<file path="src/rtl/esn_mem_pkg.sv">
// rtl/esn_mem_pkg.sv - shared defaults and FSM state encoding for the capture block
package esn_mem_pkg;

  localparam int DEF_DATA_W = 16;
  localparam int DEF_ADDR_W = 9;
  localparam int DEF_DEPTH  = 64;

  typedef enum logic [1:0] {
    ST_IDLE    = 2'd0,
    ST_CAPTURE = 2'd1,
    ST_FLUSH   = 2'd2
  } state_t;

endpackage

</file>
<file path="src/rtl/mem_wr_ctr.sv">
// rtl/mem_wr_ctr.sv - capture write address and sample counter
module mem_wr_ctr #(
  parameter int ADDR_W = 9,
  parameter int DEPTH  = 64
) (
  input  logic              clk,
  input  logic              sclr,
  input  logic              clr,
  input  logic              inc,
  output logic [ADDR_W-1:0] addr,
  output logic [ADDR_W:0]   count,
  output logic              full
);

  localparam logic [ADDR_W-1:0] LAST_ADDR = ADDR_W'(DEPTH - 1);
  localparam logic [ADDR_W:0]   LAST_CNT  = (ADDR_W + 1)'(DEPTH - 1);
  localparam logic [ADDR_W:0]   MAX_CNT   = (ADDR_W + 1)'(DEPTH);

  // full flags the increment that fills the buffer, so the FSM can leave on the same edge
  assign full = inc && (count == LAST_CNT);

  always_ff @(posedge clk) begin
    if (sclr || clr) begin
      addr  <= '0;
      count <= '0;
    end else if (inc) begin
      addr <= (addr == LAST_ADDR) ? '0 : addr + ADDR_W'(1);
      if (count != MAX_CNT)
        count <= count + (ADDR_W + 1)'(1);
    end
  end

endmodule

</file>
<file path="src/rtl/mem_capture.sv">
// rtl/mem_capture.sv - streams samples into a single-port RAM; MEM_CAPTURE_WRAP_EN selects circular capture
module mem_capture
  import esn_mem_pkg::*;
#(
  parameter int DATA_W = DEF_DATA_W,
  parameter int ADDR_W = DEF_ADDR_W,
  parameter int DEPTH  = DEF_DEPTH
) (
  input  logic              clk,
  input  logic              sclr,
  input  logic              ce,
  input  logic              start,
  input  logic              stop,
  input  logic              in_valid,
  input  logic [DATA_W-1:0] in_data,
  output logic              in_ready,
  output logic [ADDR_W-1:0] mem_addr,
  output logic [DATA_W-1:0] mem_data,
  output logic              mem_wren,
  output logic              busy,
  output logic              done,
  output logic [ADDR_W:0]   count
);

  state_t            state;
  logic [ADDR_W-1:0] addr;
  logic              full;
  logic              accept;
  logic              launch;

  assign in_ready = (state == ST_CAPTURE) & ce;
  // stop outranks a simultaneous sample: the sample is dropped
  assign accept   = in_ready & in_valid & ~stop;
  assign launch   = (state == ST_IDLE) & ce & start;
  assign busy     = (state != ST_IDLE);

  mem_wr_ctr #(
    .ADDR_W (ADDR_W),
    .DEPTH  (DEPTH)
  ) u_ctr (
    .clk   (clk),
    .sclr  (sclr),
    .clr   (launch),
    .inc   (accept),
    .addr  (addr),
    .count (count),
    .full  (full)
  );

  // mem_wren and done are event strobes: each fires once per event even if ce then drops
  always_ff @(posedge clk) begin
    if (sclr) begin
      state    <= ST_IDLE;
      mem_addr <= '0;
      mem_data <= '0;
      mem_wren <= 1'b0;
      done     <= 1'b0;
    end else begin
      mem_wren <= accept;
      done     <= 1'b0;
      if (accept) begin
        mem_addr <= addr;
        mem_data <= in_data;
      end
      if (ce) begin
        case (state)
          ST_IDLE:
            if (start) state <= ST_CAPTURE;
          ST_CAPTURE:
            if (stop) state <= ST_FLUSH;
`ifndef MEM_CAPTURE_WRAP_EN
            else if (full) state <= ST_FLUSH;
`endif
          ST_FLUSH: begin
            state <= ST_IDLE;
            done  <= 1'b1;
          end
          default: state <= ST_IDLE;
        endcase
      end
    end
  end

`ifdef MEM_CAPTURE_WRAP_EN
  logic unused_full;
  assign unused_full = full;
`endif

endmodule

</file>
<file path="config.mk">
export PLATFORM = sky130hd
export DESIGN_NAME = mem_capture
export DESIGN_NICKNAME = d
export VERILOG_FILES = /design/src/rtl/esn_mem_pkg.sv /design/src/rtl/mem_wr_ctr.sv /design/src/rtl/mem_capture.sv
export SDC_FILE = /design/constraint.sdc
export NUM_CORES = 1
export LEC_CHECK = 0
export CORE_MARGIN = 4
export CORE_UTILIZATION = 45
export CTS_CLUSTER_DIAMETER = 50
export DETAILED_ROUTE_END_ITERATION = 8
export GPL_ROUTABILITY_DRIVEN = 1
export PLACE_DENSITY = 0.81
export REMOVE_ABC_BUFFERS = 1
export SLEW_MARGIN = 20
export SYNTH_ARGS = -nofsm -noshare
export SYNTH_HDL_FRONTEND = slang
export SYNTH_SLANG_ARGS = --single-unit
</file>
<file path="constraint.sdc">
create_clock -name clk -period 3.2 [get_ports clk]
set_input_delay 0.32 -clock clk [delete_from_list [all_inputs] [get_ports clk]]
set_output_delay 0.32 -clock clk [all_outputs]
set_load 0.01 [all_outputs]
</file>
==> results.txt, run 1 <==
ys flop type - dfxtp_1
placed cells - 345
clock skew - 7.72 ps
Final Hold Violating Endpoints - 0
Least-Margin Pin Slew - 638 ps
Slew headroom - 57.4%
Final Wtd Congestion - 0.836
aggregate global-route resource usage - 17.1%
Leak - 0.900 nW
post-synth top area share - 48.0%
latest clock arrival within the worst-skew pair - 300 ps
# IOs - 61
antenna violations before repair - 0
clock sink count - 48
cell with the most instances after synthesis - nand2_1
remaining antenna violation count - 0
setup tns final - 0 ps
Mapped Area - 2000 um2
startpoint types - primary input
Seq/Total Area, Yosys - 48.0%
residual DRC count - 0
critical path class - in -> out
worst path arrival time - 1970 ps
vias per inst - 5.40
root buf cell - clkbuf_8
vias post-DR - 1906
Post-synth EDFFs - 0
Peak Freq - 0.437 GHz
maximum number of pins on one net before global-route repair - 33
post-route design area - 2750 um2
crit path time final - 2290 ps
Total Routed Length - 4.65 mm
initial DRC count - 162
unrepaired setup endpoints after global routing - false
Starting Density - 48.3%
CTS tree - done
most frequent cells after synthesis - nand2_1 (60), dfxtp_1 (48), a21oi_1 (32)
post-CTS resize count - 0
first-pass GRT wire length - 7.49 mm
Max Slew Vio Count - 0
Worst R2R Start - state[0]$_SDFFE_PP0P_
placed cell area - 2630 um2
R2R depth - 4
Critical Path Start - ce
num rows - 23
Pwr Density - 413 nW/um2
Cells after Synth - 245
Avg Inst Size Synth - 8.17 um2
ranking of synthesized cells by area - dfxtp_1 (48%), nand2_1 (11%), a21oi_1 (8.0%), xnor2_1 (3.5%), nor2_1 (3.4%)
Ys Warns - 0
vias in the first global route - 1703
Routed WL per cell - 13.2 um
flop2flop setup slack - 1270 ps
worst setup path end - in_ready
Die Footprint - 5580 um2
final worst path period share - 71.5%
Worst VDD drop - 0.403 mV
Ant. Diodes - 0
NumNets Final - 327
hold_buf cts - 0
Num CTS Buffers - 5
Yosys reg bits - 48
remaining global-route overflow - 0
core box area - 4140 um2
r2r endpoint - u_ctr.addr[5]$_SDFFE_PP0P_
FFs w/ async S/R, synth - 0%
crit end category - output pin
Post-CTS Setup Bufs - 0
max-cap check violation count - 0
Netlist cell types - 40
cell taking the most area after synthesis - dfxtp_1
hold crit path type - reg -> reg
H-tree Lvls - 2
Die Span X - 74.7 um
Worst-path clk slew - 90 ps
share of cells above drive strength 1 - 5.61%
# setup viols final - 0
Worst Path Required - 2880 ps
port bufs - 60
Non-Filler Instances - 353
status - finished clean
Area growth, synth to finish - 37.4%
drt pass-1 iters - 4
CP max FO - 11
Die Y - 74.7 um
dpl hpwl - 3.31 mm
buffer levels on the longest clock path - 2
## sequential cells by signal, indices dropped and copies added (netlist names)
name,cells
state,2
u_ctr.addr,9
done,1
mem_wren,1
mem_addr,9
u_ctr.count,10
mem_data,16
## metrics by stage
step                hold slack [ps]  util, %  setup slack (ps)  power (mW)
floorplan                       389        -              1050       0.642
global placement                441     63.4               934       0.692
detailed placement              446     63.4               878       0.693
CTS                             459     66.4               917        1.15
global route                    480     66.4               830        1.17
finish                          457     66.4               912        1.13
## report_power, final
group / switching (mW) / internal, mW / total, mW
registers: 0.00344 / 0.601 / 0.604
logic: 0.0341 / 0.0400 / 0.0741
clock network: 0.201 / 0.256 / 0.456
## cells by family after synthesis
| kind of cell | count (synthesis) | share of synthesized area (%) |
|---|---|---|
| and+or+nand+nor | 122 | 29.6 |
| DFF | 48 | 48.0 |
| AOI/OAI and AO/OA | 43 | 11.8 |
| buffers and inverters | 18 | 3.87 |
| xor gates and xnor gates | 9 | 3.94 |
| adders and majority gates | 3 | 1.88 |
| muxes | 2 | 1.00 |
## layer usage
layer,vias up,share of wire (%),wire length [um],GRT usage (%)
met5,-,0,0,0
met4,0,1.5,70,6.92
met3,6,4.2,196,3.07
met2,50,50,2330,28.8
met1,900,44,2050,21.8
li1,950,-,-,-
## worst min path at each step
stage                                   from                  endpoint  slack (ps)  cells after the start
floorplan                               sclr  mem_addr[0]$_SDFFE_PP0P_         390                      1
CTS                 mem_addr[5]$_SDFFE_PP0P_  mem_addr[5]$_SDFFE_PP0P_         460                      2
global route        mem_addr[2]$_SDFFE_PP0P_  mem_addr[2]$_SDFFE_PP0P_         480                      2
finish              mem_addr[5]$_SDFFE_PP0P_  mem_addr[5]$_SDFFE_PP0P_         460                      2
global placement    mem_data[6]$_SDFFE_PP0P_  mem_data[6]$_SDFFE_PP0P_         440                      2
detailed placement  mem_addr[5]$_SDFFE_PP0P_  mem_addr[5]$_SDFFE_PP0P_         450                      2
## critical path, stage by stage
cell and delay (ps):
clkdlybuf4s50_1 490, nand3b_1 350, inv_2 230, clkdlybuf4s50_1 580
## layout make-up
class	instances	area, um2
repair buffers	63	623
flip-flops and latches	48	961
clock inverters	2	38.8
fillers	358	1390
multi-input cells	179	963
inverters	5	18.8
clock buffers	6	82.6
well taps	50	62.6
## placed cells by master (no fill, tap or decap), types with 2 or more instances in the layout
cell type	n
or4_1	3
and4_1	3
buf_4	3
clkdlybuf4s50_1	60
o21ai_1	2
nor4bb_1	2
nand4_1	4
nor4b_1	2
nand2_1	60
or2_2	2
nand3_1	8
nor4_1	5
mux2i_1	2
a21oi_1	32
dfxtp_1	48
inv_1	4
ha_1	3
o21ai_0	3
nor2_1	18
xnor2_1	8
clkbuf_8	6
nor3_1	5
Note: power is estimated with default switching activity, not from simulation.
==> inputs of run 2 (changes only) <==
Settings changed: CORE_UTILIZATION 45 to 42, PLACE_DENSITY 0.81 to 0.8.
Clock period 3.2 ns to 1.9 ns, I/O delays scaled along.
==> run 2 against run 1 <==
  * Final area grew 1.7%
  * Worst setup slack lost 760 ps
  * Worst hold slack lost 17 ps
  * Register-to-register slack lost 990 ps
  * Via count shrank 1.9%
  * Global-route usage shrank 0.86 points
  * Clock skew shrank 0.59 ps
  * Clock-buffer cell count grew 2
  * Sequential share of layout area shrank 0.58 points
  * Final cell count grew 3.4%
  * Die area grew 6.4%
  * First-iteration DRC count shrank 55%
  * Critical path type is now reg -> out
==> results.txt, run 2 (synthesis results as in run 1) <==
status - finished clean
remaining antenna violation count - 0 (unchanged)
buffer levels on the longest clock path - 2 (unchanged)
Final Hold Violating Endpoints - 0 (unchanged)
clock sink count - 48 (unchanged)
CP max stage delay - 560 ps (-20 ps)
CP max FO - 7 (-4)
biggest regs - mem_data: 16 flops, u_ctr.count: 10 flops
Total Routed Length - 4.70 mm (+1.1%)
unrepaired setup endpoints after global routing - false
core box area - 4470 um2 (+8.0%)
clock skew - 7.13 ps (-0.592 ps)
startpoint types - flop
crit path time final - 1750 ps
port bufs - 60 (unchanged)
Slew headroom - 74.1% (+17 points)
Worst Path Required - 1710 ps (-1170 ps)
Die Footprint - 5940 um2 (+6.4%)
Worst-path clk slew - 80 ps (about the same)
CP max stage cell - clkdlybuf4s50_1
H-tree Lvls - 2 (unchanged)
remaining global-route overflow - 0 (unchanged)
share of cells above drive strength 1 - 7.99% (+2.4 points)
max-cap check violation count - 0 (unchanged)
Final Wtd Congestion - 0.810 (-3.1%)
Post-CTS Setup Bufs - 0 (unchanged)
post-CTS resize count - 0 (unchanged)
largest reg by FF count - mem_data
Least-Margin Pin Slew - 383 ps (-255 ps)
NumNets Final - 337 (+3.1%)
crit end category - output pin
critical path class - reg -> out
Max Slew Vio Count - 0 (unchanged)
Routed WL per cell - 12.9 um (-2.2%)
vias per inst - 5.12 (-5.2%)
drt pass-1 iters - 4 (unchanged)
aggregate global-route resource usage - 16.3% (-0.86 points)
hold_buf cts - 0 (unchanged)
worst path arrival time - 1560 ps (-410 ps)
Ant. Diodes - 0 (unchanged)
Worst VDD drop - 0.569 mV (+41%)
CTS tree - done
Num CTS Buffers - 5 (unchanged)
placed cells - 357 (+3.5%)
Die Y - 77.0 um (+3.1%)
first-pass GRT wire length - 8.03 mm (+7.2%)
commonest cells after routing, fill and taps aside - nand2_1 (60), clkdlybuf4s50_1 (60), dfxtp_1 (48), a21oi_1 (32), nor2_1 (18)
final worst path period share - 91.9%
dpl hpwl - 3.49 mm (+5.6%)
Leak - 0.934 nW (+3.7%)
Peak Freq - 0.573 GHz
Pwr Density - 632 nW/um2 (+53%)
Power Total - 1.77 mW (+56%)
initial DRC count - 73 (-55%)
vias post-DR - 1869 (-1.9%)
Fillers - 407 (+14%)
crit-path cells - nand3b_1 -> inv_2 -> clkdlybuf4s50_1
Die Span X - 77.0 um (+3.1%)
vias in the first global route - 1759 (+3.3%)
Util after Layout - 62.5% (-3.9 points)
maximum number of pins on one net before global-route repair - 31 (-6.1%)
Starting Density - 44.7% (-3.6 points)
# setup viols final - 0 (unchanged)
root buf cell - clkbuf_8
num rows - 24 (+4.3%)
hold slack final - 440 ps (-16.5 ps)
Area growth, synth to finish - 39.7%
# IOs - 61 (unchanged)
latest clock arrival within the worst-skew pair - 290 ps (about the same)
antenna violations before repair - 0 (unchanged)
sequential cell area - 961 um2 (unchanged)
residual DRC count - 0 (unchanged)
footprint of the multi-input gates - 963 um2 (unchanged)
max FFs per register - 16 (unchanged)
Non-Filler Instances - 365 (+3.4%)
hold crit path type - in -> reg
run 2: cell types whose count changed in the layout (fill, tap and decap cells not counted):
cell       previous run  this run
clkbuf_1              0         2
buf_4                 3        13
bufinv_16             1         0
clkinv_4              1         0
run 2: area by class of cell:
cell class	count	share of cell area [%]
Timing Repair Buffer	73	25.0
Sequential cell	48	34.4
Clock buffer	8	3.22
Multi-Input combinational cell	179	34.5
Inverter	5	0.671
Tap cell	52	2.33
run 2: critical path: cells and delay by family, from the launching register on:
kind	cells	cell delay [ps]
simple gates	1	140
buf+inv	2	700
flops	1	430
run 2: stage by stage:
step                setup WS, ps  setup TNS (ps)  instance area [um2]
CTS                          140               0                 2800
floorplan                   -252            -252                 1940
global route                38.3               0                 2800
global placement            60.6               0                 2710
finish                       154               0                 2800
detailed placement          28.0               0                 2710
run 2: path summary, 6_finish.rpt:
check	depth (start not counted)	slack, ps	to	from
max	3	150	in_ready	state[0]$_SDFFE_PP0P_
min	3	440	mem_data[1]$_SDFFE_PP0P_	in_data[1]
max reg2reg	5	280	u_ctr.addr[4]$_SDFFE_PP0P_	state[0]$_SDFFE_PP0P_
min reg2reg	2	450	mem_data[12]$_SDFFE_PP0P_	mem_data[12]$_SDFFE_PP0P_
run 2: metal layers:
metal / track usage, % / part of all wire [%] / vias to the layer above
li1: - / - / 973
met4: 4.80 / 1.3 / 0
met1: 19.8 / 45 / 839
met3: 3.63 / 5.7 / 5
met5: 0 / 0 / -
met2: 28.7 / 48 / 52
run 2: report_power, final:
group | switching, mW | internal, mW
sequential | 0.00599 | 1.01
clock | 0.312 | 0.297
combinational | 0.0617 | 0.0775
==> inputs of run 3 (changes only) <==
Settings changed: PLACE_DENSITY 0.8 to 0.77.
==> run 3 against run 2 <==
  * Clock skew grew 5.1 ps
  * Wire length grew 4.5%
  * Critical path depth is the same
  * Final area shrank 0.22%
  * Critical endpoint unchanged
  * Sequential share of layout area grew 0.077 points
  * First-iteration DRC count grew 73%
  * Via count grew 1.0%
  * Utilization shrank 0.14 points
  * Clock power grew 3%
==> results.txt, run 3 (synthesis results as in run 1) <==
Slew headroom - 71.7% (-2.4 points)
Hold Path Depth - 3 (unchanged)
Area growth, synth to finish - 39.4%
core box area - 4470 um2 (unchanged)
Total Routed Length - 4.91 mm (+4.5%)
P_sw - 0.403 mW (+6.2%)
Pwr Density - 638 nW/um2 (+1.1%)
Worst-path clk slew - 90 ps (about the same)
maximum number of pins on one net before global-route repair - 31 (unchanged)
switching share of power - 22.6% (+1.1 points)
CP max stage cell - clkdlybuf4s50_1
Worst Path Required - 1710 ps (about the same)
Final Wtd Congestion - 0.913 (+13%)
# setup viols final - 0 (unchanged)
# IOs - 61 (unchanged)
Least-Margin Pin Slew - 419 ps (+35.5 ps)
dpl hpwl - 3.54 mm (+1.4%)
Ant. Diodes - 0 (unchanged)
latest clock arrival within the worst-skew pair - 300 ps (about the same)
clock network fraction of total power - 35.1% (+0.6 points)
NumNets Final - 336 (-0.30%)
residual DRC count - 0 (unchanged)
max FFs per register - 16 (unchanged)
root buf cell - clkbuf_8
Die Footprint - 5940 um2 (unchanged)
crit-path cells - nand3b_1 -> inv_2 -> clkdlybuf4s50_1
CP top delay family - buffers and inverters
CP max stage delay - 560 ps (about the same)
Die Y - 77.0 um (unchanged)
Die Span X - 77.0 um (unchanged)
crit path time final - 1720 ps (-30.1 ps)
Gate power share - 7.7% (-0.2 points)
first-pass GRT wire length - 8.41 mm (+4.7%)
vias in the first global route - 1796 (+2.1%)
part of the power in registers - 57.1% (-0.5 points)
antenna violations before repair - 0 (unchanged)
max-cap check violation count - 0 (unchanged)
post-CTS resize count - 0 (unchanged)
Routed WL per cell - 13.5 um (+5.1%)
clock sink count - 48 (unchanged)
largest reg by FF count - mem_data
worst path arrival time - 1530 ps (-30 ps)
crit end category - output pin
Worst VDD drop - 0.379 mV (-33%)
hold_buf cts - 0 (unchanged)
vias per inst - 5.20 (+1.6%)
critical path class - reg -> out
startpoint types - flop
remaining global-route overflow - 0 (unchanged)
Peak Freq - 0.583 GHz (+1.8%)
Leak - 0.931 nW (-0.31%)
remaining antenna violation count - 0 (unchanged)
Max Slew Vio Count - 0 (unchanged)
R2R depth - 4 (-1)
port bufs - 60 (unchanged)
hold slack final - 428 ps (-12.4 ps)
initial DRC count - 126 (+73%)
unrepaired setup endpoints after global routing - false
cell depth of the worst setup path - 3 (unchanged)
WP buf/inv - 2 (unchanged)
hold crit path type - in -> reg
final worst path period share - 90.3% (-1.6 points)
commonest cells after routing, fill and taps aside - nand2_1 (60), clkdlybuf4s50_1 (60), dfxtp_1 (48), a21oi_1 (32), nor2_1 (18)
Final Hold Violating Endpoints - 0 (unchanged)
share of cells above drive strength 1 - 8.04% (+0.051 points)
CP max FO - 7 (unchanged)
Util after Layout - 62.4% (-0.14 points)
aggregate global-route resource usage - 17.1% (+0.87 points)
Post-CTS Setup Bufs - 0 (unchanged)
biggest regs - mem_data: 16 flops, u_ctr.count: 10 flops
buffer levels on the longest clock path - 2 (unchanged)
CTS tree - done
vias post-DR - 1888 (+1.0%)
clock skew - 12.2 ps (+5.06 ps)
num rows - 24 (unchanged)
Internal - 1.38 mW (-0.58%)
drt pass-1 iters - 4 (unchanged)
Num CTS Buffers - 5 (unchanged)
status - finished clean
Starting Density - 44.7% (unchanged)
H-tree Lvls - 2 (unchanged)
-- run 3: changes by cell type in the layout (fill, tap and decap cells not counted) --
| cell | before | now |
|---|---|---|
| buf_4 | 13 | 12 |
| clkbuf_1 | 2 | 0 |
| clkinv_4 | 0 | 1 |
-- run 3: cell type report --
cell class,count,area [um2]
Clock buffer,6,82.6
Clock inverter,1,8.76
Fill cell,408,1680
Inverter,5,18.8
Multi-Input combinational cell,179,963
Sequential cell,48,961
Tap cell,52,65.1
Timing Repair Buffer,72,691
-- run 3: power by group through the flow --
stage	Sequential, mW	Combinational [mW]	Clock, mW
after floorplan	1.04	0.0394	0
after global placement	1.04	0.136	0
after detailed placement	1.04	0.137	0
after CTS	1.02	0.139	0.643
after global routing	1.02	0.148	0.683
final	1.02	0.138	0.626
-- run 3: stage by stage --
| step | instances | instance area [um2] | TNS [ps] | worst slack [ps] | total power [mW] |
|---|---|---|---|---|---|
| after floorplan | 232 | 1940 | -252 | -252 | 1.08 |
| after global placement | 356 | 2700 | 0 | 122 | 1.18 |
| after detailed placement | 356 | 2700 | 0 | 146 | 1.18 |
| after CTS | 363 | 2790 | 0 | 158 | 1.80 |
| after global routing | 363 | 2790 | 0 | 95.0 | 1.85 |
| final | 363 | 2790 | 0 | 184 | 1.78 |
-- run 3: final timing paths --
kind | startpoint | endpoint | slack [ps]
max | state[0]$_SDFFE_PP0P_ | in_ready | 180
min | in_data[6] | mem_data[6]$_SDFFE_PP0P_ | 430
max reg2reg | u_ctr.count[4]$_SDFFE_PP0P_ | u_ctr.count[9]$_SDFFE_PP0P_ | 290
min reg2reg | mem_addr[8]$_SDFFE_PP0P_ | mem_addr[8]$_SDFFE_PP0P_ | 460
-- run 3: per-layer routing --
metal	global-route usage (%)	part of all wire, %
met1	21.5	46
met2	29.3	49
met3	2.69	3.7
met4	6.94	1.9
met5	0	0
-- run 3: worst min-delay path: stages --
cell             delay (ps)
clkdlybuf4s50_1         390
nand2_1                  50
a21oi_1                  50
